==> src/rtl/tlv5638_pkg.sv <==
// rtl/tlv5638_pkg.sv - shared constants and types for the TLV5638 serial receiver
package tlv5638_pkg;

  localparam int FRAME_BITS = 16;

  // R1R0 command codes taken from W[15] and W[12]
  localparam logic [1:0] CMD_WR_B   = 2'b00;
  localparam logic [1:0] CMD_WR_BUF = 2'b01;
  localparam logic [1:0] CMD_WR_A   = 2'b10;
  localparam logic [1:0] CMD_CTRL   = 2'b11;

  // Reference select codes
  localparam logic [1:0] REF_EXT     = 2'b00;
  localparam logic [1:0] REF_1V024   = 2'b01;
  localparam logic [1:0] REF_2V048   = 2'b10;
  localparam logic [1:0] REF_EXT_ALT = 2'b11;

  typedef enum logic [1:0] {
    WAIT_IDLE = 2'd0,
    IDLE      = 2'd1,
    SHIFT     = 2'd2,
    DECODE    = 2'd3
  } rx_state_t;

endpackage

==> src/rtl/tlv5638_rx_sync_edge.sv <==
// rtl/tlv5638_rx_sync_edge.sv - 2-FF synchroniser with rise/fall detection
module sync_edge #(
  parameter logic RST_VAL = 1'b0
) (
  input  logic clk_50,
  input  logic rst,
  input  logic async_in,
  output logic level,
  output logic rise,
  output logic fall
);

  logic meta_q;
  logic sync_q;
  logic prev_q;

  // Two flops to settle metastability, a third remembers the last settled level
  always_ff @(posedge clk_50) begin
    if (rst) begin
      meta_q <= RST_VAL;
      sync_q <= RST_VAL;
      prev_q <= RST_VAL;
    end else begin
      meta_q <= async_in;
      sync_q <= meta_q;
      prev_q <= sync_q;
    end
  end

  assign level = sync_q;
  assign rise  = sync_q & ~prev_q;
  assign fall  = ~sync_q & prev_q;

endmodule

==> src/rtl/tlv5638_rx.sv <==
// rtl/tlv5638_rx.sv - TLV5638 DAC serial frame receiver and register decoder
module tlv5638_rx #(
  parameter int FRAME_BITS = tlv5638_pkg::FRAME_BITS,
  parameter int MIN_HALF   = 3
) (
  input  logic        clk_50,
  input  logic        rst,
  input  logic        cs_n,
  input  logic        sclk,
  input  logic        din,
  output logic [11:0] dac_a,
  output logic [11:0] dac_b,
  output logic [11:0] buf_q,
  output logic [1:0]  ref_sel,
  output logic        speed,
  output logic        pwr_dn,
  output logic        upd_a,
  output logic        upd_b,
  output logic        ctrl_upd,
  output logic        frame_err,
  output logic        busy
);

  import tlv5638_pkg::*;

  localparam logic [4:0] CNT_FULL = 5'(FRAME_BITS);
  localparam logic [4:0] CNT_SAT  = 5'(FRAME_BITS + 1);

  // Each sclk level must last long enough to cross the synchroniser and be seen
  if (MIN_HALF < 2) begin : g_min_half_check
    $error("MIN_HALF must be at least 2 clk_50 cycles");
  end

  rx_state_t             state;
  rx_state_t             state_nxt;
  logic [4:0]            bit_cnt;
  logic [FRAME_BITS-1:0] shreg;
  logic                  cs_lvl;
  logic                  cs_rise;
  logic                  cs_fall;
  logic                  sclk_lvl;
  logic                  sclk_rise;
  logic                  sclk_fall;
  logic                  din_meta;
  logic                  din_sync;
  logic                  sclk_unused;

  // cs_n resets to 0 so a frame already running at reset release is never taken as idle
  sync_edge #(.RST_VAL(1'b0)) u_cs_sync (
    .clk_50   (clk_50),
    .rst      (rst),
    .async_in (cs_n),
    .level    (cs_lvl),
    .rise     (cs_rise),
    .fall     (cs_fall)
  );

  sync_edge #(.RST_VAL(1'b0)) u_sclk_sync (
    .clk_50   (clk_50),
    .rst      (rst),
    .async_in (sclk),
    .level    (sclk_lvl),
    .rise     (sclk_rise),
    .fall     (sclk_fall)
  );

  assign sclk_unused = sclk_lvl ^ sclk_rise;

  // din takes the same two-flop path as sclk so it stays aligned with the detected fall
  always_ff @(posedge clk_50) begin
    if (rst) begin
      din_meta <= 1'b0;
      din_sync <= 1'b0;
    end else begin
      din_meta <= din;
      din_sync <= din_meta;
    end
  end

  // State register
  always_ff @(posedge clk_50) begin
    if (rst) state <= WAIT_IDLE;
    else     state <= state_nxt;
  end

  // Next-state logic and busy flag
  always_comb begin
    state_nxt = state;
    busy      = 1'b0;
    case (state)
      WAIT_IDLE: if (cs_lvl) state_nxt = IDLE;
      IDLE:      if (cs_fall) state_nxt = SHIFT;
      SHIFT: begin
        busy = 1'b1;
        if (cs_rise) state_nxt = DECODE;
      end
      DECODE: begin
        busy      = 1'b1;
        state_nxt = IDLE;
      end
      default: state_nxt = WAIT_IDLE;
    endcase
  end

  // Shift capture, frame decode and one-cycle strobes
  always_ff @(posedge clk_50) begin
    if (rst) begin
      bit_cnt   <= '0;
      shreg     <= '0;
      dac_a     <= '0;
      dac_b     <= '0;
      buf_q     <= '0;
      ref_sel   <= REF_EXT;
      speed     <= 1'b0;
      pwr_dn    <= 1'b0;
      upd_a     <= 1'b0;
      upd_b     <= 1'b0;
      ctrl_upd  <= 1'b0;
      frame_err <= 1'b0;
    end else begin
      upd_a     <= 1'b0;
      upd_b     <= 1'b0;
      ctrl_upd  <= 1'b0;
      frame_err <= 1'b0;
      case (state)
        IDLE: begin
          if (cs_fall) begin
            bit_cnt <= '0;
            shreg   <= '0;
          end
        end
        SHIFT: begin
          // A simultaneous cs_n rise ends the frame; that sclk edge is dropped
          if (!cs_rise && sclk_fall) begin
            shreg <= {shreg[FRAME_BITS-2:0], din_sync};
            if (bit_cnt != CNT_SAT) bit_cnt <= bit_cnt + 5'd1;
          end
        end
        DECODE: begin
          if (bit_cnt == CNT_FULL) begin
            speed  <= shreg[14];
            pwr_dn <= shreg[13];
            case ({shreg[15], shreg[12]})
              CMD_WR_B: begin
                dac_b <= shreg[11:0];
                buf_q <= shreg[11:0];
                upd_b <= 1'b1;
              end
              CMD_WR_BUF: buf_q <= shreg[11:0];
              CMD_WR_A: begin
                dac_a <= shreg[11:0];
                dac_b <= buf_q;
                upd_a <= 1'b1;
                upd_b <= 1'b1;
              end
              default: begin
                ref_sel  <= shreg[1:0];
                ctrl_upd <= 1'b1;
              end
            endcase
          end else begin
            frame_err <= 1'b1;
          end
        end
        default: ;
      endcase
    end
  end

endmodule

==> config.mk <==
export PLATFORM = sky130hd
export DESIGN_NAME = tlv5638_rx
export DESIGN_NICKNAME = d
export VERILOG_FILES = /design/src/rtl/tlv5638_pkg.sv /design/src/rtl/tlv5638_rx_sync_edge.sv /design/src/rtl/tlv5638_rx.sv
export SDC_FILE = /design/constraint.sdc
export NUM_CORES = 1
export LEC_CHECK = 0
export ABC_AREA = 1
export CORE_ASPECT_RATIO = 1.75
export CORE_UTILIZATION = 38
export CTS_BUF_LIST = sky130_fd_sc_hd__clkbuf_16
export CTS_CLUSTER_SIZE = 12
export DETAILED_ROUTE_END_ITERATION = 12
export GPL_TIMING_DRIVEN = 0
export PLACE_DENSITY = 0.69
export SLEW_MARGIN = 20
export SYNTH_ARGS = -nofsm -noshare
export SYNTH_HDL_FRONTEND = slang
export SYNTH_SLANG_ARGS = --single-unit
==> constraint.sdc <==
create_clock -name clk_50 -period 1.8 [get_ports clk_50]
set_input_delay 0.36 -clock clk_50 [delete_from_list [all_inputs] [get_ports clk_50]]
set_output_delay 0.36 -clock clk_50 [all_outputs]
set_load 0.1 [all_outputs]
# After elaboration in Yosys (flattened, before gate mapping)
# Cells that the tools add are included.
# word_totals
inputBits	5
output_inout_bits	45
ff_bits	75
# op_classes
n_eq_ne	12
n_reduce_logical	20
n_addsub	1
n_mux	17
bitwise	9
# op_table
cell	count
16-bit two-way mux	2
16-bit case mux with 2 select lines	1
12-bit case mux with 2 select lines	1
3-bit AND reduction	6
5-bit two-way mux	3
5-bit case mux with 2 select lines	1
2-bit inequality test, second input constant	4
2-bit case mux with 4 select lines	1
2-bit OR reduction	4
2-bit equality test, second input constant	3
2-bit two-way mux	3
1-bit inverter	6
3-bit OR reduction	2
5-bit by 1-bit adder with 5-bit output, second input constant	1
5-bit equality test, second input constant	1
1-bit two-way mux	5
5-bit inequality test, second input constant	1
2-bit by 1-bit equality test with 1-bit output, second input constant	2
2-bit logical NOT	2
4-bit AND reduction	1
2-bit nonzero test	2
1-bit AND	3
2-bit by 1-bit inequality test with 1-bit output, second input constant	1
2-bit AND reduction	1
other kinds (2)	2

# Longest topological paths before layout
# logic_depth
ltp_word	6
ltp_mapped	9
mapped_depth_nobuf	8

# Hierarchy
# A second synthesis with hierarchy kept.
# unflattened
cells_unflattened	471
area_unflattened_um2	3261.9
# by_module_without_submodules
mod	cells_per_inst	instances	area_per_inst_um2
tlv5638_rx	447	1	3074.2
sync_edge	12	2	93.8

# Worst setup path before layout
# No wires, ideal clock.
# synth_path
path_type	register to output
from	register state[0]
to	output port busy
path_stages_with_launch	5
arrival_time_ps	1323
t_required_ps	1440
setup_slack_ps	117
path_cell_list	dfxtp_1 -> inv_1 -> ha_1 -> inv_1 -> nand2_1
# synth_via
elab_chain_cells	3
word_cells_on_any_way	4
classes_between	eq/ne: 2; mux: 1; reduce/logical: 1
# synth_lines
item	line_no	rtl
start: declaration	tlv5638_rx.sv:34	rx_state_t state;
start signal: assignment	tlv5638_rx.sv:83	else state <= state_nxt;
2-bit equality test	tlv5638_rx.sv:90	case (state)
2-bit OR reduction (no line) *	--	
1-bit two-way mux *	tlv5638_rx.sv:90	
end: declaration	tlv5638_rx.sv:21	output logic busy
# Every way passes the cells marked *; elsewhere a longest branch is shown, timed or not.

# Worst setup path in the final report
# Same ends and word-level chain as after synthesis.

==> impl_metrics.ini <==
[setup_path]
crit_path_start_kind = flop
critical-path-max-stage-delay_ns = 0.35
r2r_cells = 9
crit_path_end = busy
required_ns = 1.44
reg2reg_slack_ns = 0.18
crit_family = flip-flops
path_max_fanout = 4
crit_cells = 5
crit_path_end_kind = output port
cp.arrival_ns = 1.33
timing.rr.start = state[0]
slowest_stage = dfxtp_2
rr_endpoint = shreg[9]
cp_cell_sequence = inv_1 -> ha_1 -> inv_2 -> nand2_1 -> buf_8
crit_buf_inv = 3
path_class = flop to output port
setup.worst_path.start = state[0]

[detailed_routing]
firstDrtPassIters = 8
drtIter0Drc = 120
drc = 5
drt-total-wl_um = 7440
wl_per_cell_um = 12.4
viasPerCell = 4.79
antenna_violating_nets_post_route = 0
routed-via-count = 2885

[yosys]
synth_edf_count = 0
async_flop_share = 0
ys_seq_elements = 75
synth_flop_cell = dfxtp_1
yosys_warnings = 0
synth-xor-area-share = 0.00274
synthSimpleGateAreaFrac = 0.312
netlist_area_mm2 = 0.00320
synthAdderAreaFrac = 0.0274
ys_types = 23
seq_area_frac_synth = 0.469
muxShareOfSynthArea = 0
synthCells = 444
synth-compound-area-share = 0.107
syn_nets = 456
syn_area_per_cell_um2 = 7.21
synth_top_family_by_area = simple AND/OR/NAND/NOR gates

[clocking]
clk_pin_slew_ns = 0.05
clk_path_buf_depth = 2
cts_hold_buf = 0
cts-htree-levels = 3
cts.sinks = 75
clk-insertion-delay-late_ns = 0.33
cts_buffers = 9
clockRootBuffer = clkbuf_16
cts_tree = done

[sta]
final.setup.worst_slack_ns = 0.108
fin_crit_sh = 0.940
hold_violations = 0
relSlewSlack = 0.635
worst_slew_pin_slew_ns = 0.550
drv_slew = 0
setup_viol = 0
finalCriticalPeriod_ns = 1.69
rsz0062_at_grt = false
worst_hold_slack_ns = 0.304
timing.fmax_mhz = 591
fin_skew_ns = 0.00627

[flow_run]
maxCapViolations = 0

[finish]
n_antenna_cell = 0
drive_gt1_frac = 0.196
fillers = 806
area_delta_synth_final_pct = 30.8
multi_input_area_mm2 = 0.00144
final_net_count = 517
register_area_mm2 = 0.00150

[die]
die-area_mm2 = 0.00881
die_w_um = 71.4
rows = 44
die_h_um = 123
start_util = 0.390
core-area_mm2 = 0.00820
ios = 50

[power]
p_total_mw = 5.49
p_leak_nw = 1.88
powerDensity_mw_per_mm2 = 1310
vdd_drop_max_uv = 717

[global_route]
antenna_found_initial = 0
grt_pass1_vias = 2764
grt_use_total = 0.184
grt_overflow = 0
grt_start_max_net_pins = 13
grt_pass1_wl_um = 12500

[placed_design]
dp_hpwl_um = 5390
pre_cts_ws_ns = -0.504
io_buffers = 48
gp_congestion = 0.825

[outcome]
violations = design-rule violations
status = finished with violations

[worst_hold_path]
hold_class = input pin to flop
-- cell families after synthesis --
family	after synthesis
AO/OA/AOI/OAI	67
XOR/XNOR	1
adder cells (fa/ha/maj)	7
buffers and inverters	55
flip-flops	75
AND/OR/NAND/NOR	239
-- Yosys cell counts, types with 2 or more instances --
| cell type | number | area, um2 |
|---|---|---|
| nor2_1 | 106 | 398 |
| nand2_1 | 97 | 364 |
| dfxtp_1 | 75 | 1500 |
| o21ai_0 | 38 | 190 |
| inv_1 | 27 | 101 |
| a21oi_1 | 26 | 130 |
| nand3_1 | 21 | 105 |
| buf_2 | 13 | 65.1 |
| nor2_2 | 8 | 50.1 |
| ha_1 | 7 | 87.6 |
| buf_6 | 5 | 56.3 |
| inv_2 | 4 | 15.0 |
| nor2_4 | 4 | 45.0 |
| clkbuf_1 | 3 | 11.3 |
| buf_1 | 2 | 7.51 |
-- how the worst min path moves through the flow --
stage	depth (start not counted)	slack (ns)	startpoint	endpoint
6_report	2	0.30	rst	state[0]
5_1_grt	2	0.32	rst	din_sync
4_1_cts	2	0.31	rst	din_sync
3_5_place_dp	2	0.40	u_cs_sync.meta_q	u_cs_sync.level
3_3_place_gp	2	0.39	u_cs_sync.meta_q	u_cs_sync.level
2_1_floorplan	2	0.39	din_meta	din_sync
-- cell usage in the layout, fill, tap and decap left out, types with 2 or more instances in the layout --
cell,instances
nor2_4,4
buf_2,13
nor2_1,106
ha_1,7
inv_2,5
clkbuf_1,3
clkbuf_16,9
buf_1,2
dfxtp_1,74
bufinv_16,2
clkdlybuf4s50_1,3
buf_6,5
a21oi_1,26
buf_4,3
o21ai_0,38
nand3_1,20
nand2_1,97
nor2_2,8
inv_1,28
clkdlybuf4s15_2,44
-- area by class of cell --
class                      count  area share
buffer                        24      0.0353
clock buffer                   9      0.0538
clock inverter                 7      0.0203
inverter                      31      0.0278
multi-input combinational    314       0.344
sequential                    75       0.359
tap                           92      0.0275
timing repair buffer          50       0.133
-- sequential cells by signal (all words and copies together), names as in the netlist --
| signal | count |
|---|---|
| speed | 1 |
| u_cs_sync.meta_q | 1 |
| din_sync | 1 |
| u_cs_sync.prev_q | 1 |
| shreg | 16 |
| ref_sel | 2 |
| state | 2 |
| bit_cnt | 5 |
| ctrl_upd | 1 |
| u_sclk_sync.meta_q | 1 |
| pwr_dn | 1 |
| dac_b | 12 |
| din_meta | 1 |
| u_sclk_sync.level | 1 |
| u_sclk_sync.prev_q | 1 |
| u_cs_sync.level | 1 |
| buf_q | 12 |
| dac_a | 12 |
| upd_b | 1 |
| frame_err | 1 |
| upd_a | 1 |
-- power by group --
part | switching (mW) | internal, mW
combinational | 0.960 | 0.522
clock | 0.660 | 1.20
sequential | 0.279 | 1.88
total | 1.90 | 3.59
-- per-stage QoR --
| step | utilization | setup TNS (ns) | cell area, um2 | std cells |
|---|---|---|---|---|
| after floorplan | - | 0 | 3200 | 444 |
| after global placement | 0.463 | -1.06 | 3800 | 584 |
| after detailed placement | 0.463 | -1.12 | 3800 | 584 |
| after CTS | 0.507 | 0 | 4160 | 600 |
| after global routing | 0.511 | 0 | 4190 | 602 |
| final | 0.511 | 0 | 4190 | 602 |
-- metal layers --
| metal | GRT usage | vias to the layer above | wire [um] |
|---|---|---|---|
| met3 | 0.0424 | 14 | 229 |
| met4 | 0.0950 | 0 | 189 |
| li1 | - | 1521 | - |
| met5 | 0 | - | 0 |
| met1 | 0.186 | 1296 | 2940 |
| met2 | 0.346 | 54 | 4080 |
-- what timing repair did --
item	CTS	global route
resized for setup	140	4
setup endpoints to repair	45	6
pin swaps	0	0
setup buffers	0	2
(Power assumes the default switching activity.)
==> variant 1 (config.mk and constraints unchanged) <==
`RST_VAL` is set to 1'b0 in 3 places; all go to 1'b1.
--- a/src/rtl/tlv5638_rx_sync_edge.sv
+++ b/src/rtl/tlv5638_rx_sync_edge.sv
@@ -1,5 +1,5 @@
 // rtl/tlv5638_rx_sync_edge.sv - 2-FF synchroniser with rise/fall detection
 module sync_edge #(
-  parameter logic RST_VAL = 1'b0
+  parameter logic RST_VAL = 1'b1
 ) (
   input  logic clk_50,
--- a/src/rtl/tlv5638_rx.sv
+++ b/src/rtl/tlv5638_rx.sv
@@ -47,5 +47,5 @@
 
   // cs_n resets to 0 so a frame already running at reset release is never taken as idle
-  sync_edge #(.RST_VAL(1'b0)) u_cs_sync (
+  sync_edge #(.RST_VAL(1'b1)) u_cs_sync (
     .clk_50   (clk_50),
     .rst      (rst),
@@ -56,5 +56,5 @@
   );
 
-  sync_edge #(.RST_VAL(1'b0)) u_sclk_sync (
+  sync_edge #(.RST_VAL(1'b1)) u_sclk_sync (
     .clk_50   (clk_50),
     .rst      (rst),
Formal check against the unedited RTL: not equivalent (Yosys sat finds a counterexample within 4 cycles, from zero or initial values and one cycle with rst high).
==> variant 1 against the original RTL <==
- worst setup slack lost 0.014 ns
- critical path depth unchanged
- first-iteration DRC count up 41%
- clock skew rose by 0.00079 ns
- sequential cell count did not move
- synthesized area up 0.86%
- synthesized cell count is 1.4% lower
- routed wire length grew 6.4%
- hold slack gained 0.11 ns
- final area rose by 0.27%
- clock power is 6% lower
- power up 2.5%
==> variant 1: results (changes against the original RTL) <==
power:
  pg_seq_mw: 2.06  # -4%
  intPower_mw: 3.50  # -2.6%
  vdd_ir_drop_max_mv: 0.706  # -1.6%
  pwr-share-seq_pct: 36.6  # -2.6 points
  p_comb_mw: 1.82  # +23%
  p_leak_nw: 1.87  # -0.39%
routing:
  top_layer: "met4"
  dr.pass1.iters: 4  # -4
  wl_met3_um: 278  # +21%
  met2_length_um: 4080  # about the same
  via_per_inst: 4.91  # +2.4%
  drt-initial-drc-count: 169  # +41%
  routed_wl_um: 7920  # +6.4%
  wl_met1_um: 3240  # +10%
placement:
  hpwl_um: 5680  # +5.3%
  port_buffers: 49  # +2.1%
  placed_cell_area_mm2: 0.00383  # +0.99%
  placed_cells: 579  # -0.86%
  gp_congestion: 0.865  # +4.9%
  dp_worst_setup_slack_ns: -0.518  # -0.0148 ns
min_path:
  hold_class: "flip-flop to flip-flop"
  holdPathStages: 1  # -1
logic_synthesis:
  synth_common_cells: "98 x nand2_1, 89 x nor2_1, 75 x dfxtp_1"
  synth_compound_area_share_pct: 10.6  # -0.091 points
  yosys-top-cells-area: "dfxtp_1 47%, nand2_1 11%, nor2_1 10%, a21oi_1 4.0%, nor2_2 3.3%"
  ys_seq_area_share_pct: 46.5  # -0.40 points
  syn_inst: 438  # -1.4%
  synth.yosys.warnings: 0  # unchanged
  synth_fa_ha_area_share_pct: 2.71  # -0.023 points
  synth_xor_area_share_pct: 0.271  # -0.0023 points
  mappedNetlistNets: 450  # -1.3%
critical_path:
  critical_path.max_stage_delay_ns: 0.33  # -0.02 ns
  worstPathArrival_ns: 1.35  # +0.02 ns
  crit_family: "buffers and inverters"
grt:
  gr-usage-met3_pct: 4.21  # -0.031 points
  met2_usage_pct: 33.1  # -1.5 points
  antenna_found_initial: 0  # unchanged
  grt_use_total_pct: 19.2  # +0.82 points
  grt_pass1_wl_um: 13000  # +4.0%
  met1_usage_pct: 21.4  # +2.8 points
  grt_pass1_vias: 2741  # -0.83%
  grt_max_degree: 14  # +1
cells_and_area:
  antenna_cells: 0  # unchanged
  drive_gt1_share_pct: 22.8  # +3.2 points
  layout.cells.non_filler: 596  # -1.0%
  nNetsFinal: 511  # -1.2%
cts:
  ctsResizeCount: 141  # +0.71%
sta:
  skew_ns: 0.00706  # +0.000790 ns
  slew_headroom_pct: 55.3  # -8.3 points
outcome:
  outcome: "complete, no violations"
-- variant 1: cell types whose count changed after synthesis, sizes merged --
cell,before,now
or2,0,5
clkbuf,3,5
buf,21,18
inv,31,26
nand2,97,98
nor2,118,112
-- variant 1: logic make-up after synthesis --
logic type               Yosys count
AO/OA/AOI/OAI                     67
XOR/XNOR                           1
adder cells (fa/ha/maj)            7
buffers and inverters             49
flip-flops                        75
AND/OR/NAND/NOR                  239
-- variant 1: layout make-up --
cell class | count | area, um^2
Buffer | 23 | 144
Clock buffer | 9 | 225
Clock inverter | 7 | 70.1
Fill cell | 798 | 4060
Inverter | 26 | 97.6
Multi-Input combinational cell | 314 | 1490
Sequential cell | 75 | 1500
Tap cell | 92 | 115
Timing Repair Buffer | 50 | 554
-- variant 1: worst paths after layout --
path                       from                end  slack [ns]
max                    state[0]               busy        0.09
min          u_sclk_sync.meta_q  u_sclk_sync.level        0.42
max reg2reg            state[1]          shreg[13]        0.13
min reg2reg  u_sclk_sync.meta_q  u_sclk_sync.level        0.42
==> variant 2 (same flow settings) <==
Without the edit above. Register the inputs `cs_n` and `din` before use, cleared by the reset. The logic sees them one clock later.
--- a/src/rtl/tlv5638_rx.sv
+++ b/src/rtl/tlv5638_rx.sv
@@ -27,4 +27,17 @@
   localparam logic [4:0] CNT_SAT  = 5'(FRAME_BITS + 1);
 
+  logic cs_n_q;
+  logic din_q;
+
+  always_ff @(posedge clk_50) begin
+    if (rst) begin
+      cs_n_q <= '0;
+      din_q  <= '0;
+    end else begin
+      cs_n_q <= cs_n;
+      din_q  <= din;
+    end
+  end
+
   // Each sclk level must last long enough to cross the synchroniser and be seen
   if (MIN_HALF < 2) begin : g_min_half_check
@@ -50,5 +63,5 @@
     .clk_50   (clk_50),
     .rst      (rst),
-    .async_in (cs_n),
+    .async_in (cs_n_q),
     .level    (cs_lvl),
     .rise     (cs_rise),
@@ -73,5 +86,5 @@
       din_sync <= 1'b0;
     end else begin
-      din_meta <= din;
+      din_meta <= din_q;
       din_sync <= din_meta;
     end
Function: changed (a bounded check fails within 10 cycles, from zero or initial values and one cycle with rst high).
==> variant 2 against the original RTL <==
- largest power group unchanged
- routed wire length is 4.1% higher
- power hardly changed
- global-route usage is 0.38 points higher
- register-to-register slack worse by 0.03 ns
- die area is 1.6% higher
- count of clock-buffer cells in the layout stayed put
- synthesized area is 1.6% higher
- hold slack better by 0.097 ns
- core utilization is 0.21 points lower
- synthesized cell count is 1.1% higher
- first-iteration DRC count is 49% higher
- sequential cell count is 2 higher
- worst setup slack worse by 0.022 ns
- final area is 0.93% higher
==> variant 2: results (changes against the original RTL) <==
placement:
  hpwl_um: 5640  # +4.5%
  gp_congestion: 0.770  # -6.6%
critical_path:
  critPathMaxFanout: 3  # -1
  worstReg2RegEnd: "shreg[10]"
  rrSetupSlack_ns: 0.15  # -0.03 ns
  worstPathArrival_ns: 1.35  # +0.02 ns
routing:
  via_per_inst: 4.74  # -1.2%
  dr.pass1.iters: 4  # -4
  wl_per_cell_um: 12.3  # about the same
  drt-initial-drc-count: 179  # +49%
cells_and_area:
  drive_gt1_share_pct: 18.4  # -1.2 points
  fillCellCount: 808  # +0.25%
floorplanning:
  die_w_um: 71.9  # +0.78%
cts:
  ctsResizeCount: 141  # +0.71%
power:
  combPwrFrac_pct: 28.0  # +1.0 points
outcome:
  outcome: "complete, no violations"
logic_synthesis:
  synth_common_cells: "109 x nor2_1, 95 x nand2_1, 77 x dfxtp_1"
  mappedNetlistNets: 461  # +1.1%
  yosys-top-cells-area: "dfxtp_1 47%, nor2_1 13%, nand2_1 11%, o21ai_0 5.8%, a21oi_1 3.7%"
  ys_seq_area_share_pct: 47.4  # +0.49 points
  syn_inst: 449  # +1.1%
grt:
  grt_pass1_vias: 2849  # +3.1%
  grt_max_degree: 20  # +7
  grt_pass1_wl_um: 13000  # +3.9%
min_path:
  min_from: "u_cs_sync.meta_q"
==> variant 2: kinds of logic after synthesis <==
| kind of cell | count (synthesis) | share of synthesized area (%) |
|---|---|---|
| and+or+nand+nor | 242 | 31.2 |
| DFF | 77 | 47.4 |
| AOI/OAI and AO/OA | 66 | 10.4 |
| buffers and inverters | 56 | 8.08 |
| adders and majority gates | 7 | 2.69 |
| xor gates and xnor gates | 1 | 0.269 |
==> variant 2: layer usage <==
metal / track usage, % / up-vias / part of all wire [%] / routed length (um)
met5: 0 / - / 0 / 0
li1: - / 1524 / - / -
met3: 4.37 / 17 / 4.1 / 318
met1: 18.3 / 1359 / 38 / 2910
met2: 34.6 / 69 / 55 / 4300
met4: 11.2 / 0 / 2.8 / 216
==> variant 2: per-stage QoR <==
stage	area, um^2	setup TNS [ns]
2_1_floorplan	3250	0
3_3_place_gp	3880	-1.04
3_5_place_dp	3880	-1.14
4_1_cts	4200	0
5_1_grt	4230	0
6_report	4230	0
==> variant 2: area by class of cell <==
cell class,instances,area share (%)
timing repair buffer,50,13.1
clock inverter,5,1.07
clock buffer,9,5.33
sequential,77,36.5
multi-input combinational,316,34.4
buffer,23,3.29
inverter,32,2.84
tap,115,3.40
==> variant 2: tightest hold or removal path, delay by kind of cell (launching register included) <==
kind / cells / cell delay (ns)
buffers and inverters: 1 / 0.04
AND/OR/NAND/NOR: 1 / 0.03
flip-flops: 1 / 0.29
==> variant 2: worst min path at each step <==
stage / end / slack (ns)
3_5_place_dp: u_cs_sync.level / 0.39
6_report: u_cs_sync.level / 0.40
2_1_floorplan: din_meta / 0.39
5_1_grt: din_meta / 0.41
3_3_place_gp: u_cs_sync.level / 0.39
4_1_cts: u_cs_sync.level / 0.40
